### src/rtl/hard_reset_rx.sv
// hard_reset_rx: receive-side Hard Reset / Cable Reset handler.
// Optional macro HR_RX_CABLE_RESET_EN enables Cable Reset acceptance.
module hard_reset_rx #(
  parameter int TIMEOUT_CYCLES = 900,
  parameter int CNT_W          = 10
) (
  input  logic        CLK,
  input  logic        reset,
  input  logic [7:0]  iRECEIVE_DETECT,
  input  logic [7:0]  iRECEIVE_BYTE_COUNT,
  input  logic        phy_hr_det,
  input  logic        phy_cr_det,
  input  logic [15:0] alert_clear,
  output logic [15:0] ALERT,
  output logic [7:0]  oRECEIVE_DETECT,
  output logic [7:0]  oRECEIVE_BYTE_COUNT,
  output logic        prl_rx_reset,
  output logic        rx_blocked,
  output logic        hr_type,
  output logic        hr_timeout
);

  typedef enum logic [4:0] {
    S_IDLE    = 5'b00001,
    S_RECV    = 5'b00010,
    S_REPORT  = 5'b00100,
    S_WAIT    = 5'b01000,
    S_RESTORE = 5'b10000
  } state_t;

  state_t           state_q;
  logic [CNT_W-1:0] cnt_q;
  logic [7:0]       saved_q;
  logic [7:0]       rd_q;
  logic [7:0]       rbc_q;
  logic             alert_q;
  logic             alert_d;
  logic             prl_q;
  logic             blk_q;
  logic             type_q;
  logic             to_q;
  logic             hr_acc;
  logic             cr_acc;
  logic             accept;
  logic             unused_clr;

  assign hr_acc = phy_hr_det & iRECEIVE_DETECT[5];

`ifdef HR_RX_CABLE_RESET_EN
  assign cr_acc = phy_cr_det & iRECEIVE_DETECT[6];
`else
  logic unused_cr;
  assign cr_acc    = 1'b0;
  assign unused_cr = phy_cr_det;
`endif

  assign accept     = (state_q == S_IDLE) & (hr_acc | cr_acc);
  assign unused_clr = ^{alert_clear[15:4], alert_clear[2:0]};

  // ALERT[3] next value: set on entering HR_REPORT beats a clear strobe
  always_comb begin
    alert_d = alert_q;
    if (state_q == S_RECV)
      alert_d = 1'b1;
    else if (alert_clear[3])
      alert_d = 1'b0;
  end

  // Sequence FSM with registered outputs; values land on state entry
  always_ff @(posedge CLK) begin
    if (reset) begin
      state_q <= S_IDLE;
      cnt_q   <= '0;
      saved_q <= '0;
      rd_q    <= '0;
      rbc_q   <= '0;
      alert_q <= 1'b0;
      prl_q   <= 1'b0;
      blk_q   <= 1'b0;
      type_q  <= 1'b0;
      to_q    <= 1'b0;
    end else begin
      alert_q <= alert_d;
      case (state_q)
        S_IDLE: begin
          rd_q  <= iRECEIVE_DETECT;
          rbc_q <= iRECEIVE_BYTE_COUNT;
          if (accept) begin
            saved_q <= iRECEIVE_DETECT;
            rd_q    <= '0;
            rbc_q   <= '0;
            prl_q   <= 1'b1;
            blk_q   <= 1'b1;
            type_q  <= cr_acc & ~hr_acc;
            to_q    <= 1'b0;
            state_q <= S_RECV;
          end
        end
        S_RECV: begin
          prl_q   <= 1'b0;
          state_q <= S_REPORT;
        end
        S_REPORT: begin
          cnt_q   <= '0;
          state_q <= S_WAIT;
        end
        S_WAIT: begin
          cnt_q <= cnt_q + CNT_W'(1);
          if (alert_clear[3]) begin
            state_q <= S_RESTORE;
          end else if (cnt_q == CNT_W'(TIMEOUT_CYCLES - 1)) begin
            to_q    <= 1'b1;
            state_q <= S_RESTORE;
          end
        end
        S_RESTORE: begin
          rd_q    <= saved_q;
          blk_q   <= 1'b0;
          state_q <= S_IDLE;
        end
        default: state_q <= S_IDLE;
      endcase
    end
  end

  assign ALERT               = {12'd0, alert_q, 3'd0};
  assign oRECEIVE_DETECT     = rd_q;
  assign oRECEIVE_BYTE_COUNT = rbc_q;
  assign prl_rx_reset        = prl_q;
  assign rx_blocked          = blk_q;
  assign hr_type             = type_q;
  assign hr_timeout          = to_q;

endmodule

### config.mk
export PLATFORM = sky130hd
export DESIGN_NAME = hard_reset_rx
export DESIGN_NICKNAME = d
export VERILOG_FILES = /design/src/rtl/hard_reset_rx.sv
export SDC_FILE = /design/constraint.sdc
export NUM_CORES = 1
export LEC_CHECK = 0
export BUFFER_PORTS_ARGS = -buffer_cell sky130_fd_sc_hd__buf_2
export CAP_MARGIN = 25
export CORE_MARGIN = 2
export CORE_UTILIZATION = 49
export CTS_CLUSTER_DIAMETER = 100
export DETAILED_ROUTE_END_ITERATION = 12
export PLACE_DENSITY = 0.9
export SYNTH_ARGS = -nofsm -noshare
export SYNTH_HDL_FRONTEND = slang
export SYNTH_SLANG_ARGS = --single-unit
### constraint.sdc
create_clock -name CLK -period 2.2 [get_ports CLK]
set_clock_uncertainty 0.05 [all_clocks]
set_input_delay 0.33 -clock CLK [delete_from_list [all_inputs] [get_ports CLK]]
set_output_delay 0.33 -clock CLK [all_outputs]
set_load 0.02 [all_outputs]
==> results of run 1 <==
state kept, by name, indices dropped and copies added (netlist names):
register	count
hr_timeout	1
saved_q	8
cnt_q	10
oRECEIVE_DETECT	8
oRECEIVE_BYTE_COUNT	8
state_q	5
alert_q	1
rx_blocked	1
prl_rx_reset	1
critical path, delay by kind of cell, from the launching register on:
kind | cells | cell delay (ns)
DFF | 1 | 0.41
and+or+nand+nor | 3 | 1.04
AOI/OAI and AO/OA | 1 | 0.06
adders and majority gates | 1 | 0.32
power by group:
part | leakage [nW] | total [mW] | internal (mW) | switching, mW
clock | 0.0474 | 0.528 | 0.256 | 0.272
sequential | 0.351 | 0.836 | 0.815 | 0.0216
combinational | 0.564 | 0.230 | 0.0761 | 0.154
worst paths after layout:
kind / slack (ns) / from / cells past startpoint / endpoint
worst max register to register: 0.21 / cnt_q[0] / 5 / state_q[3]
worst max-delay path: 0.21 / cnt_q[0] / 5 / state_q[3]
worst min-delay path: 0.23 / iRECEIVE_DETECT[7] / 3 / saved_q[7]
worst min register to register: 0.40 / saved_q[5] / 2 / saved_q[5]
cell usage in the layout, fill, tap and decap left out, types with 2 or more instances in the layout:
cell,synthesis,final
dfxtp_1,43,43
buf_2,3,39
nand2_1,24,24
nor2_1,23,23
a21oi_1,21,21
nand3_1,19,19
conb_1,1,16
mux2i_1,8,8
a311oi_1,8,8
o21ai_0,7,7
clkbuf_8,0,6
or3_1,5,5
and2_1,4,4
a31oi_1,4,4
inv_1,4,4
o211ai_1,3,3
nand4_1,3,3
nand2b_1,2,2
nand3b_1,2,2
nor3b_1,2,2
a21o_1,2,2
and4_1,2,2
and4b_1,2,2
buf_4,18,2
final cells by class:
cell class	count	area (sq um)	area share, %
multi-input combinational	175	1016	44.89
sequential	43	860.8	38.03
timing repair buffer	41	210.2	9.287
clock buffer	6	82.58	3.648
tap	50	62.56	2.764
clock inverter	2	16.27	0.7186
inverter	4	15.01	0.6634
cells by family after synthesis:
kind of cell / after synthesis / share of synthesized area, %
buf+inv: 33 / 10.02
flops: 43 / 42.55
compound gates: 49 / 15.21
mux: 8 / 3.958
fa+ha+maj: 1 / 0.6183
simple gates: 101 / 27.46
other cells: 1 / 0.1854
per-layer routing:
layer	share of wire (%)	wire length [um]
met1	43	1865
met2	51	2209
met3	5.1	221
met4	1.6	68
met5	0	0
==> results_dict.tcl, run 1 <==
set metrics [dict create \
    placed_area_sq_um 2165 \
    min_period_ns 1.988 \
    fin_area_sq_um 2263 \
    tightest_slew_ns 0.6997 \
    cts.htree.levels 2 \
    arrival_ns 2.13 \
    antenna_found_initial 0 \
    finalNonFillerCells 321 \
    final_util_pct 56.58 \
    path_max_fanout 7 \
    start_util_pct 50.58 \
    synth_async_sr_flop_share_pct 0 \
    cp_slowest_stage_delay_ns 0.48 \
    rsz0062_at_grt "no" \
    hp-class "in -> reg" \
    drc 0 \
    rows 23 \
    overflow 0 \
    cp_cell_sequence "ha_1 -> or4b_1 -> nor4b_2 -> or3_1 -> a21oi_1" \
    placedCellCount 313 \
    ys_ff_latch 43 \
    outcome "finished, final reports clean" \
    drtIter0Drc 68 \
    hold_buffers 0 \
    worstSetupPathType "reg -> reg" \
    synth.most_common_cell "dfxtp_1" \
    grtUsageMet3_pct 4.605 \
    final_nets 307 \
    period_share_pct 90.38 \
    routed_wl_mm 4.364 \
    syn_area_sq_um 2023 \
    cts_tree "done" \
    p_per_area_nw_per_um2 704.2 \
    ctsRootBufferMaster "clkbuf_8" \
    viasPerCell 5.555 \
    hold_ws_ns 0.2280 \
    cts_setup_buffers 0 \
    yosys_warnings 0 \
    io_pins 72 \
    cts_made_buffers 5 \
    max_freq_ghz 0.5029 \
    critPathSlowestCell "or4b_1" \
    cts.sinks 43 \
    grt_pass1_wl_mm 7.327 \
    setup_tns_ns 0 \
    synth-edff-count 0 \
    critical_path_required_ns 2.34 \
    yosysTopAreaCell "dfxtp_1" \
    drv_cap 0 \
    die_w_um 68.26 \
    grt_util_met1_pct 24.97 \
    antenna_cells 0 \
    cts_buffer_depth 2 \
    synthTopCellsByArea "dfxtp_1, buf_4, a21oi_1, nand3_1, nand2_1" \
    yosysSeqAreaShare_pct 42.55 \
    syn_avg_cell_area_sq_um 8.573 \
    postLayoutSetupSlackWorst_ns 0.2116 \
    insertion_delay_ns 0.30 \
    startpoint_type "register" \
    slew_viol_final 0 \
    wl_per_cell_um 13.60 \
    use_met2_pct 35.44 \
    leakage_nw 0.9624 \
    grt_pass1_vias 1682 \
    yosys-top-cells-count "dfxtp_1, nand2_1, nor2_1" \
    portBuffers 39 \
    clkTransAtPathRegs_ns 0.08 \
    setup_viol 0 \
    ir_drop_mv 0.5669 \
    syn-instance-count 236 \
    core_area_sq_um 4000 \
    yosys.area.top_type_share_pct 42.55 \
    grt_max_degree 41 \
    relSlewSlack_pct 53.36 \
    die-area_sq_um 4659 \
    finalHoldViolations 0 \
    busiest_layer "met2" \
    die_h_um 68.26 \
    dp_hpwl_mm 3.014 \
    gp_congestion 0.8538 \
    fillCellCount 350 \
    yosysUniqueCellTypes 44 \
    dp_slack_ns 0.2663 \
    drtAntennaViolNets 0 \
    track_usage_pct 20.85 \
    firstDrtPassIters 4 \
    dominantRegCellSynth "dfxtp_1" \
    final_layout_size_suffix_gt1_share_pct 21.77 \
    area_delta_synth_final_pct 11.87 \
    num_vias 1783 \
    total_power_mw 1.594 \
    ctsResizeCount 0 \
    end_kind "register" \
]
Power figures use the tool's default switching activity.
==> inputs of run 2 (changes only) <==
--- a/config.mk
+++ b/config.mk
@@ -9,9 +9,9 @@
 export CAP_MARGIN = 25
 export CORE_MARGIN = 2
 export CORE_UTILIZATION = 49
-export CTS_CLUSTER_DIAMETER = 100
+export CTS_CLUSTER_DIAMETER = 40
 export DETAILED_ROUTE_END_ITERATION = 12
-export PLACE_DENSITY = 0.9
+export PLACE_DENSITY = 0.89
 export SYNTH_ARGS = -nofsm -noshare
 export SYNTH_HDL_FRONTEND = slang
 export SYNTH_SLANG_ARGS = --single-unit
==> results_dict.tcl, run 2 (synthesis results as in run 1) <==
set metrics [dict create \
    reg2reg_slack_ns 0.32 \
    hold_end "saved_q[6]" \
    p_switching_mw 0.4492 \
    die_h_um 68.26 \
    setup_viol 0 \
    slew_viol_final 0 \
    fillCellCount 364 \
    final_layout_size_suffix_gt1_share_pct 21.40 \
    ctsRootBufferMaster "clkbuf_8" \
    area_delta_synth_final_pct 13.54 \
    final_cell_mix "dfxtp_1, buf_2, nand2_1, nor2_1, a21oi_1" \
    rows 23 \
    drtAntennaViolNets 0 \
    end_kind "register" \
    antenna_cells 0 \
    routed_wl_mm 4.206 \
    dp_hpwl_mm 2.939 \
    core_area_sq_um 4000 \
    cts.htree.levels 2 \
    tightest_slew_ns 0.7266 \
    combPwrFrac_pct 12.7 \
    cp_slowest_stage_delay_ns 0.48 \
    outcome "finished, final reports clean" \
    startpoint_type "register" \
    cp_cell_sequence "ha_1 -> or4b_1 -> nor4b_2 -> or3_1 -> a21oi_1" \
    leakage_nw 0.9803 \
    cts.sinks 43 \
    reg2reg_to "state_q[3]" \
    io_pins 72 \
    cts_made_buffers 5 \
    p_clk_share_pct 40.7 \
    min_from "iRECEIVE_DETECT[6]" \
    cts_setup_buffers 0 \
    period_share_pct 85.46 \
    die_w_um 68.26 \
    num_vias 1768 \
    portBuffers 39 \
    startpoint "cnt_q[0]" \
    max_freq_ghz 0.5319 \
    hp-class "in -> reg" \
    clkTransAtPathRegs_ns 0.08 \
    min_period_ns 1.880 \
    insertion_delay_ns 0.30 \
    grt_pass1_vias 1574 \
    top_register "cnt_q" \
    final_common_cell "dfxtp_1" \
    internal_power_mw 1.344 \
    start_util_pct 50.58 \
    grt_max_degree 41 \
    setup_tns_ns 0 \
    finalHoldViolations 0 \
    final_nets 307 \
    cts_buffer_depth 2 \
    grt_pass1_wl_mm 6.879 \
    rsz0062_at_grt "no" \
    overflow 0 \
    arrival_ns 2.03 \
    cts_tree "done" \
    antenna_found_initial 0 \
    track_usage_pct 19.38 \
    r2r_cells 5 \
    r2r-start "cnt_q[0]" \
    critical_path_required_ns 2.35 \
    hold_buffers 0 \
    hold_depth 3 \
    switching_share_pct 25.05 \
    p_per_area_nw_per_um2 780.7 \
    die-area_sq_um 4659 \
    critPathSlowestCell "or4b_1" \
    largest_reg_flops 10 \
    wl_per_cell_um 13.10 \
    gp_congestion 0.8197 \
    ir_drop_mv 0.5533 \
    drtIter0Drc 50 \
    final_util_pct 57.43 \
    firstDrtPassIters 4 \
    path_max_fanout 7 \
    seqPwrFrac_pct 46.6 \
    relSlewSlack_pct 51.56 \
    ctsResizeCount 0 \
    fin_area_sq_um 2297 \
    viasPerCell 5.508 \
    drv_cap 0 \
    worstSetupPathType "reg -> reg" \
    drc 0 \
    placed_area_sq_um 2165 \
]
-- run 2: cell types whose count changed in the layout (fill, tap and decap cells not counted), sizes merged --
cell and change:
bufinv +2, clkinvlp -1, clkinv -1
-- run 2: how the worst max path moves through the flow --
| stage | end | slack [ns] | depth (start not counted) |
|---|---|---|---|
| floorplan | state_q[3] | 0.53 | 5 |
| global placement | state_q[3] | 0.36 | 5 |
| detailed placement | state_q[3] | 0.35 | 5 |
| CTS | state_q[3] | 0.32 | 5 |
| global route | state_q[3] | 0.23 | 5 |
| finish | state_q[3] | 0.32 | 5 |
-- run 2: worst max-delay path, delay by kind of cell (launching register included) --
family / cells / cell delay [ns]
adder cells (fa/ha/maj): 1 / 0.29
AND/OR/NAND/NOR: 3 / 0.98
flip-flops: 1 / 0.39
AO/OA/AOI/OAI: 1 / 0.06
-- run 2: power by group through the flow --
stage	Combinational, mW	Sequential (mW)	Clock [mW]
6_report	0.227	0.837	0.730
5_1_grt	0.251	0.841	0.763
4_1_cts	0.228	0.836	0.734
3_5_place_dp	0.228	0.854	0
3_3_place_gp	0.223	0.853	0
2_1_floorplan	0.155	0.884	0
-- run 2: routing by layer --
layer	global-route usage [%]	share of wire, %	wire length [um]
met1	23.11	44	1838
met2	32.77	50	2110
met3	5.263	4.8	200
met4	8.000	1.3	56
met5	0	0	0
-- run 2: layout make-up --
cell class	instances	area (sq um)	share of cell area, %
flip-flops and latches	43	860.8	37.47
clock buffers	6	72.57	3.159
well taps	50	62.56	2.723
multi-input cells	175	1016	44.23
clock inverters	2	60.06	2.614
repair buffers	41	210.2	9.150
inverters	4	15.01	0.6536
-- run 2: through the flow --
stage | std cells | hold WS, ns | setup WS, ns | total power [mW]
after floorplan | 251 | 0.3759 | 0.5281 | 1.039
after global placement | 313 | 0.3848 | 0.3629 | 1.075
after detailed placement | 313 | 0.3933 | 0.3465 | 1.082
after CTS | 321 | 0.2155 | 0.3174 | 1.798
after global routing | 321 | 0.2317 | 0.2258 | 1.855
final | 321 | 0.2200 | 0.3199 | 1.794
==> inputs of run 3 (changes only) <==
--- a/config.mk
+++ b/config.mk
@@ -8,10 +8,10 @@
 export BUFFER_PORTS_ARGS = -buffer_cell sky130_fd_sc_hd__buf_2
 export CAP_MARGIN = 25
 export CORE_MARGIN = 2
-export CORE_UTILIZATION = 49
+export CORE_UTILIZATION = 53
 export CTS_CLUSTER_DIAMETER = 40
 export DETAILED_ROUTE_END_ITERATION = 12
-export PLACE_DENSITY = 0.89
+export PLACE_DENSITY = 0.94
 export SYNTH_ARGS = -nofsm -noshare
 export SYNTH_HDL_FRONTEND = slang
 export SYNTH_SLANG_ARGS = --single-unit
==> constraint.sdc (replaced) <==
create_clock -name CLK -period 2.3 [get_ports CLK]
set_clock_uncertainty 0.05 [all_clocks]
set_input_delay 0.345 -clock CLK [delete_from_list [all_inputs] [get_ports CLK]]
set_output_delay 0.345 -clock CLK [all_outputs]
set_load 0.02 [all_outputs]
==> results_dict.tcl, run 3 (synthesis results as in run 1) <==
set metrics [dict create \
    fillCellCount 298 \
    routed_wl_mm 4.355 \
    tightest_slew_ns 0.7149 \
    hp-class "in -> reg" \
    grt_pass1_vias 1593 \
    rsz0062_at_grt "no" \
    ir_drop_mv 0.5519 \
    startpoint_type "register" \
    max_freq_ghz 0.5221 \
    track_usage_pct 21.23 \
    critical_path_required_ns 2.44 \
    clkTransAtPathRegs_ns 0.08 \
    multi_input_area_sq_um 1016 \
    final_nets 307 \
    final_layout_size_suffix_gt1_share_pct 21.48 \
    slew_viol_final 0 \
    num_vias 1809 \
    drv_cap 0 \
    path_max_fanout 7 \
    p_per_area_nw_per_um2 706.4 \
    cts.htree.levels 2 \
    relSlewSlack_pct 52.34 \
    wl_per_cell_um 13.69 \
    end_kind "register" \
    insertion_delay_ns 0.29 \
    die_w_um 65.79 \
    top_register "cnt_q" \
    final_util_pct 61.96 \
    die-area_sq_um 4328 \
    drc 0 \
    worstSetupPathType "reg -> reg" \
    ctsResizeCount 0 \
    rows 22 \
    total_power_mw 1.602 \
    ctsRootBufferMaster "clkbuf_8" \
    final_common_cell "dfxtp_1" \
    gp_congestion 0.8283 \
    setup_viol 0 \
    firstDrtPassIters 5 \
    viasPerCell 5.689 \
    period_share_pct 83.28 \
    core_area_sq_um 3661 \
    overflow 0 \
    final_cell_mix "dfxtp_1, buf_2, nand2_1, nor2_1, a21oi_1" \
    grt_pass1_wl_mm 7.210 \
    arrival_ns 2.06 \
    drtIter0Drc 75 \
    min_period_ns 1.915 \
    grt_max_degree 41 \
    reg2reg_slack_ns 0.38 \
    leakage_nw 0.9652 \
    area_delta_synth_final_pct 12.12 \
    dp_hpwl_mm 2.946 \
    portBuffers 39 \
    cts_setup_buffers 0 \
    hold_ws_ns 0.2448 \
    cts.sinks 43 \
    cts_buffer_depth 2 \
    finalHoldViolations 0 \
    antenna_found_initial 0 \
    hold_buffers 0 \
    outcome "finished, final reports clean" \
    antenna_cells 0 \
    final-seq-area_sq_um 860.8 \
    drtAntennaViolNets 0 \
    setup_tns_ns 0 \
    largest_reg_flops 10 \
    cts_made_buffers 5 \
    die_h_um 65.79 \
    start_util_pct 55.26 \
    io_pins 72 \
    cts_tree "done" \
]
[run 3: cell type report]
| class | count | share of cell area, % |
|---|---|---|
| clock inverters | 2 | 1.655 |
| multi-input cells | 175 | 44.79 |
| flip-flops and latches | 43 | 37.95 |
| inverters | 4 | 0.6619 |
| repair buffers | 41 | 9.266 |
| well taps | 48 | 2.648 |
| clock buffers | 5 | 3.034 |
[run 3: worst max-delay path: stages, from the launching register on]
cell and delay [ns]:
dfxtp_1 0.41, ha_1 0.32, or4b_1 0.50, nor4b_2 0.33, or3_1 0.16, a21oi_1 0.06
[run 3: through the flow]
step / instance area, sq um / setup slack (ns) / std cells
after floorplan: 2079 / 0.6281 / 251
final: 2268 / 0.3845 / 318
after detailed placement: 2162 / 0.4410 / 311
after global placement: 2162 / 0.4832 / 311
after global routing: 2268 / 0.2793 / 318
after CTS: 2268 / 0.4069 / 318
[run 3: final timing paths]
path,to,depth (start not counted),startpoint
max,state_q[3],5,cnt_q[0]
min,oRECEIVE_BYTE_COUNT[7],3,iRECEIVE_BYTE_COUNT[7]
max reg2reg,state_q[3],5,cnt_q[0]
min reg2reg,oRECEIVE_BYTE_COUNT[7],2,oRECEIVE_BYTE_COUNT[7]
[run 3: layer usage]
metal	vias to the layer above	GRT usage (%)	share of wire (%)
met5	-	0	0
met4	0	5.990	1.2
met3	9	5.622	5.6
met2	62	35.86	51
met1	860	26.56	42
li1	878	-	-
[run 3: report_power, final]
part,leakage [nW],switching [mW],internal [mW]
registers,0.351,0.0214,0.779
logic,0.564,0.147,0.0728
clock network,0.0502,0.264,0.318
total,0.965,0.433,1.17
